### config.mk
export PLATFORM = sky130hd
export DESIGN_NAME = quad_decoder
export DESIGN_NICKNAME = d
export VERILOG_FILES = /design/src/rtl/quad_pkg.sv /design/src/rtl/quad_filter.sv /design/src/rtl/quad_decoder.sv
export SDC_FILE = /design/constraint.sdc
export NUM_CORES = 1
export LEC_CHECK = 0
export ABC_AREA = 1
export BUFFER_PORTS_ARGS = -buffer_cell sky130_fd_sc_hd__buf_2
export CELL_PAD_IN_SITES_DETAIL_PLACEMENT = 0
export CELL_PAD_IN_SITES_GLOBAL_PLACEMENT = 2
export CORE_ASPECT_RATIO = 0.5
export CORE_MARGIN = 4
export CORE_UTILIZATION = 35
export DETAILED_ROUTE_END_ITERATION = 16
export GPL_TIMING_DRIVEN = 0
export PLACE_DENSITY = 0.87
export SLEW_MARGIN = 20
export SYNTH_ARGS = -nofsm -noshare
export SYNTH_HDL_FRONTEND = slang
export SYNTH_HIERARCHICAL = 1
export SYNTH_SLANG_ARGS = --single-unit
export TNS_END_PERCENT = 5
### constraint.sdc
create_clock -name clk_sys -period 5.54 [get_ports clk_sys]
set_clock_uncertainty 0.1 [all_clocks]
set_input_delay 0.554 -clock clk_sys [delete_from_list [all_inputs] [get_ports clk_sys]]
set_output_delay 0.554 -clock clk_sys [all_outputs]
set_load 0.01 [all_outputs]
### src/rtl/quad_pkg.sv
// Shared types and the quadrature transition decoder used by quad_decoder.
package quad_pkg;

  typedef logic [1:0] quad_state_t;

  typedef enum logic {INIT, RUN} fsm_t;

  typedef struct packed {
    logic valid;
    logic up;
    logic illegal;
  } step_info_t;

  // Up order is 00->01->11->10->00, so the next-up state of {a,b} is {b,~a}.
  function automatic step_info_t quad_step(input quad_state_t prev, input quad_state_t cur);
    step_info_t r;
    quad_state_t diff;
    r = '0;
    diff = prev ^ cur;
    if (diff == 2'b11) begin
      r.illegal = 1'b1;
    end else if (diff != 2'b00) begin
      r.valid = 1'b1;
      r.up    = (cur == {prev[0], ~prev[1]});
    end
    return r;
  endfunction

endpackage

### src/rtl/quad_filter.sv
// Two-flop synchronizer plus ce-paced debounce for one encoder phase.
module quad_filter #(
  parameter int FILT_LEN = 4
) (
  input  logic clk_sys,
  input  logic Reset_n,
  input  logic ce,
  input  logic raw,
  output logic level,
  output logic stable
);

  localparam logic [3:0] CNT_LAST = 4'(FILT_LEN - 1);
  localparam logic [3:0] CNT_FULL = 4'(FILT_LEN);

  logic       meta_q;
  logic       sync_q;
  logic [3:0] cnt_q;
  logic [3:0] calm_q;

  always_ff @(posedge clk_sys or negedge Reset_n) begin
    if (!Reset_n) begin
      meta_q <= 1'b0;
      sync_q <= 1'b0;
    end else begin
      meta_q <= raw;
      sync_q <= meta_q;
    end
  end

  // calm_q counts agreeing samples so the decoder can tell when the input has settled
  always_ff @(posedge clk_sys or negedge Reset_n) begin
    if (!Reset_n) begin
      level  <= 1'b0;
      cnt_q  <= '0;
      calm_q <= '0;
    end else if (ce) begin
      if (sync_q != level) begin
        calm_q <= '0;
        if (cnt_q == CNT_LAST) begin
          level <= sync_q;
          cnt_q <= '0;
        end else begin
          cnt_q <= cnt_q + 4'd1;
        end
      end else begin
        cnt_q <= '0;
        if (calm_q != CNT_FULL) begin
          calm_q <= calm_q + 4'd1;
        end
      end
    end
  end

  assign stable = (calm_q == CNT_FULL);

endmodule

### src/rtl/quad_decoder.sv
// Quadrature receiver: debounced phases in, saturating position and read-and-clear delta out.
module quad_decoder
  import quad_pkg::*;
#(
  parameter int FILT_LEN = 4,
  parameter int POS_W    = 8,
  parameter int POS_MIN  = 0,
  parameter int POS_MAX  = 255
) (
  input  logic                    clk_sys,
  input  logic                    Reset_n,
  input  logic                    ce,
  input  logic                    enc_a,
  input  logic                    enc_b,
  input  logic                    center,
  input  logic                    delta_rd,
  output logic [POS_W-1:0]        position,
  output logic signed [7:0]       delta,
  output logic                    step,
  output logic                    dir,
  output logic                    err,
  output logic [7:0]              err_cnt
);

  localparam int EXT_W = POS_W + 2;
  localparam logic signed [EXT_W-1:0] MIN_EXT    = EXT_W'(POS_MIN);
  localparam logic signed [EXT_W-1:0] MAX_EXT    = EXT_W'(POS_MAX);
  localparam logic [POS_W-1:0]        CENTER_POS = POS_W'((POS_MIN + POS_MAX) >> 1);

  logic        filt_a, filt_b;
  logic        stable_a, stable_b;
  quad_state_t cur_ab;
  quad_state_t prev_q, prev_d;
  fsm_t        state_q, state_d;
  step_info_t  dec;

  logic signed [EXT_W-1:0] inc_ext;
  logic signed [EXT_W-1:0] pos_ext;
  logic [POS_W-1:0]        position_q, pos_d;
  logic signed [7:0]       acc_q, acc_d, inc8;

  quad_filter #(.FILT_LEN(FILT_LEN)) u_filt_a (
    .clk_sys (clk_sys),
    .Reset_n (Reset_n),
    .ce      (ce),
    .raw     (enc_a),
    .level   (filt_a),
    .stable  (stable_a)
  );

  quad_filter #(.FILT_LEN(FILT_LEN)) u_filt_b (
    .clk_sys (clk_sys),
    .Reset_n (Reset_n),
    .ce      (ce),
    .raw     (enc_b),
    .level   (filt_b),
    .stable  (stable_b)
  );

  always_ff @(posedge clk_sys or negedge Reset_n) begin
    if (!Reset_n) begin
      cur_ab <= '0;
    end else begin
      cur_ab <= {filt_a, filt_b};
    end
  end

  always_ff @(posedge clk_sys or negedge Reset_n) begin
    if (!Reset_n) begin
      state_q <= INIT;
      prev_q  <= '0;
    end else begin
      state_q <= state_d;
      prev_q  <= prev_d;
    end
  end

  // INIT adopts the resting phase state silently so a non-00 rest cannot count or flag
  always_comb begin
    state_d = state_q;
    prev_d  = prev_q;
    dec     = '0;
    if (ce) begin
      case (state_q)
        INIT: begin
          if (stable_a && stable_b) begin
            prev_d  = cur_ab;
            state_d = RUN;
          end
        end
        RUN: begin
          if (cur_ab != prev_q) begin
            dec    = quad_step(prev_q, cur_ab);
            prev_d = cur_ab;
          end
        end
        default: state_d = INIT;
      endcase
    end
  end

  always_comb begin
    inc_ext = '0;
    if (dec.valid) begin
      inc_ext = dec.up ? EXT_W'(1) : '1;
    end
    pos_ext = $signed({2'b00, position_q}) + inc_ext;
    if (pos_ext > MAX_EXT) begin
      pos_d = MAX_EXT[POS_W-1:0];
    end else if (pos_ext < MIN_EXT) begin
      pos_d = MIN_EXT[POS_W-1:0];
    end else begin
      pos_d = pos_ext[POS_W-1:0];
    end
    if (center) begin
      pos_d = CENTER_POS;
    end
  end

  // A read reloads with this cycle's step so nothing arriving on the read edge is lost
  always_comb begin
    inc8 = '0;
    if (dec.valid) begin
      inc8 = dec.up ? 8'sh01 : 8'shFF;
    end
    if (delta_rd) begin
      acc_d = inc8;
    end else if (dec.valid && dec.up && acc_q == 8'sh7F) begin
      acc_d = acc_q;
    end else if (dec.valid && !dec.up && acc_q == 8'sh80) begin
      acc_d = acc_q;
    end else begin
      acc_d = acc_q + inc8;
    end
  end

  always_ff @(posedge clk_sys or negedge Reset_n) begin
    if (!Reset_n) begin
      position_q <= POS_W'(POS_MIN);
      acc_q      <= '0;
      step       <= 1'b0;
      err        <= 1'b0;
      dir        <= 1'b0;
      err_cnt    <= '0;
    end else begin
      position_q <= pos_d;
      acc_q      <= acc_d;
      step       <= dec.valid;
      err        <= dec.illegal;
      if (dec.valid) begin
        dir <= dec.up;
      end
      if (dec.illegal && err_cnt != 8'hFF) begin
        err_cnt <= err_cnt + 8'd1;
      end
    end
  end

  assign position = position_q;
  assign delta    = acc_q;

endmodule

==> results of run 1 <==
## per-layer routing
| layer | part of all wire | global-route usage | vias up |
|---|---|---|---|
| li1 | - | - | 1423 |
| met1 | 0.54 | 0.174 | 1163 |
| met2 | 0.42 | 0.204 | 28 |
| met3 | 0.031 | 0.0277 | 5 |
| met4 | 0.0087 | 0.0310 | 0 |
| met5 | 0 | 0 | - |
## worst reg2reg max path, stage by stage, from the launching register on
cell	delay, ps
dfrtp_1	430
xor2_1	270
inv_1	70
ha_1	270
nand3_1	170
nor2_4	480
ha_1	380
nand2_1	100
nand2_1	50
nor2_1	260
o21ai_0	120
nand2_1	110
nand2_4	100
o21ai_1	130
nand2_1	60
## cell type report
class | instances | area (µm²)
Sequential cell | 54 | 1350
Fill cell | 947 | 5200
Timing Repair Buffer | 33 | 168
Multi-Input combinational cell | 314 | 1790
Clock buffer | 7 | 133
Inverter | 51 | 191
Tap cell | 117 | 146
## sequential cells by signal, indices dropped and copies added, names as in the netlist
name	flops
delta	8
err_cnt	8
position	8
u_filt_a/calm_q	4
u_filt_a/cnt_q	4
u_filt_b/calm_q	4
u_filt_b/cnt_q	4
cur_ab	2
prev_q	2
dir	1
err	1
state_q	1
step	1
u_filt_a/level	1
u_filt_a/meta_q	1
u_filt_a/sync_q	1
u_filt_b/level	1
u_filt_b/meta_q	1
u_filt_b/sync_q	1
## cell usage in the layout, fill, tap and decap left out
cell | synthesis | layout
nand2_1 | 124 | 124
dfrtp_1 | 54 | 54
inv_1 | 46 | 46
nor2_1 | 37 | 37
buf_2 | 0 | 32
nand3_1 | 27 | 27
ha_1 | 26 | 26
o21ai_0 | 16 | 16
a21oi_1 | 14 | 14
xnor2_1 | 13 | 13
xor2_1 | 11 | 11
nand4_1 | 9 | 9
nand2_2 | 8 | 8
o21ai_1 | 6 | 6
clkbuf_16 | 0 | 5
nor2_2 | 4 | 4
nor2_4 | 4 | 4
inv_2 | 4 | 4
o21bai_1 | 4 | 4
nand2_4 | 2 | 2
nand3b_1 | 2 | 2
fa_1 | 2 | 2
clkbuf_1 | 0 | 2
or2_1 | 1 | 1
o21ai_2 | 1 | 1
or2_2 | 1 | 1
clkinv_1 | 1 | 1
nand4_4 | 1 | 1
o21a_1 | 1 | 1
buf_4 | 0 | 1
## metrics by stage
step	hold WS, ps	cells	setup WS (ps)
floorplan	158	419	2760
global placement	233	569	2290
detailed placement	242	569	2280
CTS	243	576	2270
global route	261	576	1990
finish	200	576	2320
## cells by family after synthesis
| family | after synthesis | synth area share |
|---|---|---|
| fa+ha+maj | 28 | 0.110 |
| flops | 54 | 0.406 |
| simple gates | 220 | 0.296 |
| compound gates | 42 | 0.0680 |
| xor+xnor | 24 | 0.0631 |
| buf+inv | 51 | 0.0575 |
## worst paths after layout
path | startpoint | depth (start not counted) | endpoint
max in group asynchronous | Reset_n | 1 | delta[6]
worst max-delay path | prev_q[0] | 14 | position[4]
min in group clk_sys | u_filt_b/meta_q | 0 | u_filt_b/sync_q
worst min register to register | u_filt_b/meta_q | 0 | u_filt_b/sync_q
worst max register to register | prev_q[0] | 14 | position[4]
worst min-delay path | Reset_n | 1 | u_filt_b/cnt_q[2]
==> flow_summary.json, run 1 <==
{
  "finalWorstPathRequiredPeriod_ps": 3220,
  "root_buffer": "clkbuf_16",
  "synth_area_leaders": "dfrtp_1 (41%), nand2_1 (14%), ha_1 (9.8%)",
  "hold_path_class": "primary input to asynchronous set/reset pin",
  "drc": 0,
  "drtIter0Drc": 104,
  "maxCapViolations": 0,
  "worstSetupPathType": "register to register",
  "n_antenna_cell": 0,
  "synth_seq_cells": 54,
  "crit_top_cell": "nand2_1",
  "yosysMostFrequentCell": "nand2_1",
  "yosysTopAreaCell": "dfrtp_1",
  "antenna_found_initial": 0,
  "design.core.area_mm2": 0.00898,
  "clkLatencyLatePin_ps": 290,
  "dp_hpwl_um": 4940,
  "grt_remaining_overflow": 0,
  "yosysSeqAreaShare": 0.406,
  "cts_setup_buffers": 0,
  "clockBufferDepth": 2,
  "crit_path_max_fanout": 17,
  "synth_edf_count": 0,
  "relSlewSlack": 0.532,
  "synth_area_per_cell_um2": 7.95,
  "setup_tns_ps": 0,
  "synth_top_area_frac": 0.406,
  "cts_hold_buf": 0,
  "crit_family": "simple AND/OR/NAND/NOR gates",
  "fin_util": 0.421,
  "start_util": 0.371,
  "crit_required_ps": 5610,
  "maxSlewViolCount": 0,
  "syn_nets": 454,
  "yosysWarnings": 6,
  "worstPathCellList": "xor2_1 -> inv_1 -> ha_1 -> nand3_1 -> nor2_4 -> ha_1 -> nand2_1 -> nand2_1 -> nor2_1 -> o21ai_0 -> nand2_1 -> nand2_4 -> o21ai_1 -> nand2_1",
  "rsz0062_at_grt": "no",
  "io_buffers": 33,
  "ys.flop_type": "dfrtp_1",
  "grt_pass1_wl_um": 11900,
  "synthCells": 419,
  "drive_above_1_share": 0.137,
  "syn_to_final_growth_pct": 13.4,
  "die_area_mm2": 0.0112,
  "worst_pin_slew_ps": 702,
  "wl_um": 6690,
  "setup_viol": 0,
  "fin_area_mm2": 0.00378,
  "routedWlPerCell_um": 11.6,
  "first_global_vias": 2569,
  "grt.total_usage": 0.127,
  "drt_first_pass_iters": 4,
  "status": "completed",
  "die_w_um": 146,
  "hold_viol_final": 0,
  "clk_pin_slew_ps": 70,
  "cp-end-kind": "register",
  "critPathBufInv": 1,
  "final_nets": 494,
  "route.vias.total": 2619,
  "gp_congestion": 0.745,
  "io_pins": 34,
  "r2r_slack_ps": 2320,
  "vias_per_cell": 4.55,
  "fmax_mhz": 311,
  "ant_nets": 0,
  "worst_path_largest_cell_delay_ps": 480,
  "synth-async-reset-ratio": 1.00,
  "synth_area_mm2": 0.00333,
  "ctsHtreeMaxLevel": 2,
  "placed_area_mm2": 0.00365,
  "yosysUniqueCellTypes": 26,
  "row_count": 24,
  "cts-resized-gates": 0,
  "slowest_stage": "nor2_4",
  "cts_sinks": 54,
  "synth_common_cells": "nand2_1 (124), dfrtp_1 (54), inv_1 (46)",
  "cts_buffers": 5,
  "post-route-period-util": 0.581,
  "cts_tree": "done",
  "crit_arrival_ps": 3290,
  "grt_start_max_net_pins": 55,
  "die_h_um": 77.0,
  "start_kind": "register"
}
Power of run 1 is left out: the tool's default activity adds up to more than one toggle a clock period on the data nets, which glitch-free logic cannot reach.
==> run 2: changes to the inputs <==
ABC_AREA = 0   (was 1)
CORE_UTILIZATION = 34   (was 35)
PLACE_DENSITY = 0.82   (was 0.87)
clock period = 2.75 ns   (was 5.54 ns; I/O delays follow)
==> run 2 against run 1 <==
Against the previous run: critical endpoint is now position[1]; cell count is 16% lower; area after synthesis down 3.2%; global-route usage increased by 0.64 points; non-clock buffer count rose by 10; design area rose by 4.8%; maximum frequency is 4.6% lower; die area fell by 0.31%; the flow now finishes with violations (negative setup slack); worst hold slack worse by 74 ps.
==> flow_summary.json, run 2 <==
{
  "status": "finished, violations left",
  "violations": "negative setup slack",
  "fin_cells": 486,
  "min-delay-start": "center",
  "die_area_mm2": 0.0112,
  "p_leak_nw": 1.81,
  "synth_area_mm2": 0.00323,
  "ctsHtreeMaxLevel": 2,
  "synth_top_area_frac": 0.419,
  "cts_tree": "done",
  "r2r_slack_ps": -630,
  "dp_hpwl_um": 5000,
  "worst_hold_slack_ps": 126,
  "synth_common_cells": "dfrtp_1 (54), ha_1 (26), inv_1 (24)",
  "fill_cells": 858,
  "gp_congestion": 0.825,
  "synthCells": 318,
  "synth_edf_count": 0,
  "post-route-period-util": 1.23,
  "crit_path_max_fanout": 10,
  "crit_required_ps": 2820,
  "yosysSeqAreaShare": 0.419,
  "synth_area_leaders": "dfrtp_1 (42%), ha_1 (10%), xnor2_1 (3.5%)",
  "synthMuxAreaShare": 0.0268,
  "routedWlPerCell_um": 15.2,
  "worst_pin_slew_ps": 715,
  "final_common_cell": "dfrtp_1",
  "synth_area_per_cell_um2": 10.1,
  "synth_seq_cells": 54,
  "route.vias.total": 2553,
  "fin_util": 0.441,
  "first_global_vias": 2457,
  "yosysUniqueCellTypes": 57,
  "maxCapViolations": 0,
  "setup_tns_ps": -6310,
  "start_kind": "register",
  "wl_um": 7380,
  "design.core.area_mm2": 0.00898,
  "fmax_mhz": 296,
  "setup_slack_ps": -625,
  "ys.flop_type": "dfrtp_1",
  "total_power_mw": 3.22,
  "synthSimpleGateAreaFrac": 0.151,
  "numPlacedInstances": 468,
  "finalWorstPathRequiredPeriod_ps": 3380,
  "synth_top_family_by_area": "compound AO/OA/AOI/OAI gates",
  "hold_end": "position[6]",
  "fin_area_mm2": 0.00396,
  "slowest_stage": "dfrtp_2",
  "io_pins": 34,
  "rsz0062_at_grt": "yes",
  "syn_to_final_growth_pct": 22.8,
  "synth-compound-area-share": 0.198,
  "r2r-start": "cur_ab[0]",
  "ant_nets": 0,
  "drive_above_1_share": 0.247,
  "clk_pin_slew_ps": 70,
  "worstReg2RegEnd": "position[1]",
  "io_buffers": 33,
  "start_util": 0.359,
  "cts_buffers": 5,
  "die_h_um": 76.9,
  "grt_start_max_net_pins": 55,
  "worstPathCellList": "xnor2_2 -> inv_1 -> ha_2 -> nand4bb_4 -> o31ai_4 -> bufinv_8 -> ha_4 -> nor2b_1 -> o31a_1 -> o31ai_4 -> nand2_2 -> o311ai_4 -> a31oi_1",
  "vias_per_cell": 5.25,
  "final_cell_mix": "dfrtp_1 (53), buf_2 (32), inv_1 (24)",
  "hold_path_class": "primary input to register",
  "hold_viol_final": 0,
  "syn_nets": 353,
  "place_ws_ps": -976,
  "peakVddDrop_mv": 0.307,
  "multi_input_area_mm2": 0.00193,
  "r2r_cells": 13,
  "antenna_found_initial": 0,
  "final_nets": 403,
  "yosysWarnings": 6,
  "crit_arrival_ps": 3440,
  "worstSetupPathType": "register to register",
  "synth-adder-area-share": 0.113,
  "grt_remaining_overflow": 0,
  "drt_first_pass_iters": 6,
  "synth_xor_area_frac": 0.0597,
  "synth-async-reset-ratio": 1.00,
  "crit_top_cell": "o31ai_4",
  "yosysMostFrequentCell": "dfrtp_1",
  "row_count": 24,
  "clockBufferDepth": 2,
  "relSlewSlack": 0.523,
  "cp-end-kind": "register",
  "die_w_um": 146,
  "regArea_mm2": 0.00135,
  "grt.total_usage": 0.133,
  "maxSlewViolCount": 0,
  "yosysTopAreaCell": "dfrtp_1",
  "holdPathStages": 2,
  "n_antenna_cell": 0,
  "drtIter0Drc": 153,
  "placed_area_mm2": 0.00359,
  "grt_pass1_wl_um": 12400,
  "drc": 0,
  "setup_viol": 13,
  "clkLatencyLatePin_ps": 290,
  "root_buffer": "clkbuf_16",
  "cts_sinks": 54,
  "worst_path_largest_cell_delay_ps": 440,
  "power_density_mw_per_mm2": 812
}
## run 2: layer usage
layer / vias up / routed length [µm] / track usage
met5: - / 0 / 0
li1: 1260 / - / -
met3: 7 / 204 / 0.0271
met4: 0 / 64 / 0.0256
met2: 32 / 3560 / 0.230
met1: 1254 / 3550 / 0.175
## run 2: timing repair
action                     4_1_cts  5_1_grt
gates resized for setup         15        8
pin swaps                        9        8
setup endpoints to repair       14       14
setup buffers                    5        1
hold endpoints to repair        56        0
hold buffers                     3        0
gates cloned                     1        0
## run 2: kinds of logic after synthesis
family,count (synthesis)
AOI/OAI and AO/OA,86
DFF,54
xor gates and xnor gates,22
buffers and inverters,27
adders and majority gates,28
and+or+nand+nor,93
muxes,8
## run 2: worst max-delay path by stage
stage	start	endpoint	slack (ps)
2_1_floorplan	prev_q[1]	position[6]	-500
3_3_place_gp	prev_q[1]	position[2]	-960
3_5_place_dp	prev_q[1]	position[0]	-980
4_1_cts	prev_q[0]	position[3]	-570
5_1_grt	cur_ab[0]	position[2]	-810
6_report	cur_ab[0]	position[1]	-630
## run 2: cell type report
class / count / area share
Tap cell: 117 / 0.0370
Clock buffer: 5 / 0.0316
Sequential cell: 54 / 0.341
Buffer: 1 / 0.000948
Timing Repair inverter: 1 / 0.00221
Clock inverter: 3 / 0.0111
Multi-Input combinational cell: 237 / 0.486
Inverter: 26 / 0.0281
Timing Repair Buffer: 42 / 0.0613
## run 2: power breakdown
| group | switching, mW | leakage, nW | internal [mW] |
|---|---|---|---|
| registers | 0.209 | 0.683 | 0.978 |
| clock network | 0.303 | 0.0842 | 0.432 |
| logic | 0.686 | 1.05 | 0.609 |
## run 2: worst max-delay path, delay by kind of cell (launching register included)
family / cells / cell delay, ps
simple gates: 3 / 510
fa+ha+maj: 2 / 420
buf+inv: 2 / 350
flops: 1 / 440
xor+xnor: 1 / 200
compound gates: 5 / 1220
No activity file was read; power rests on OpenSTA's default activity.
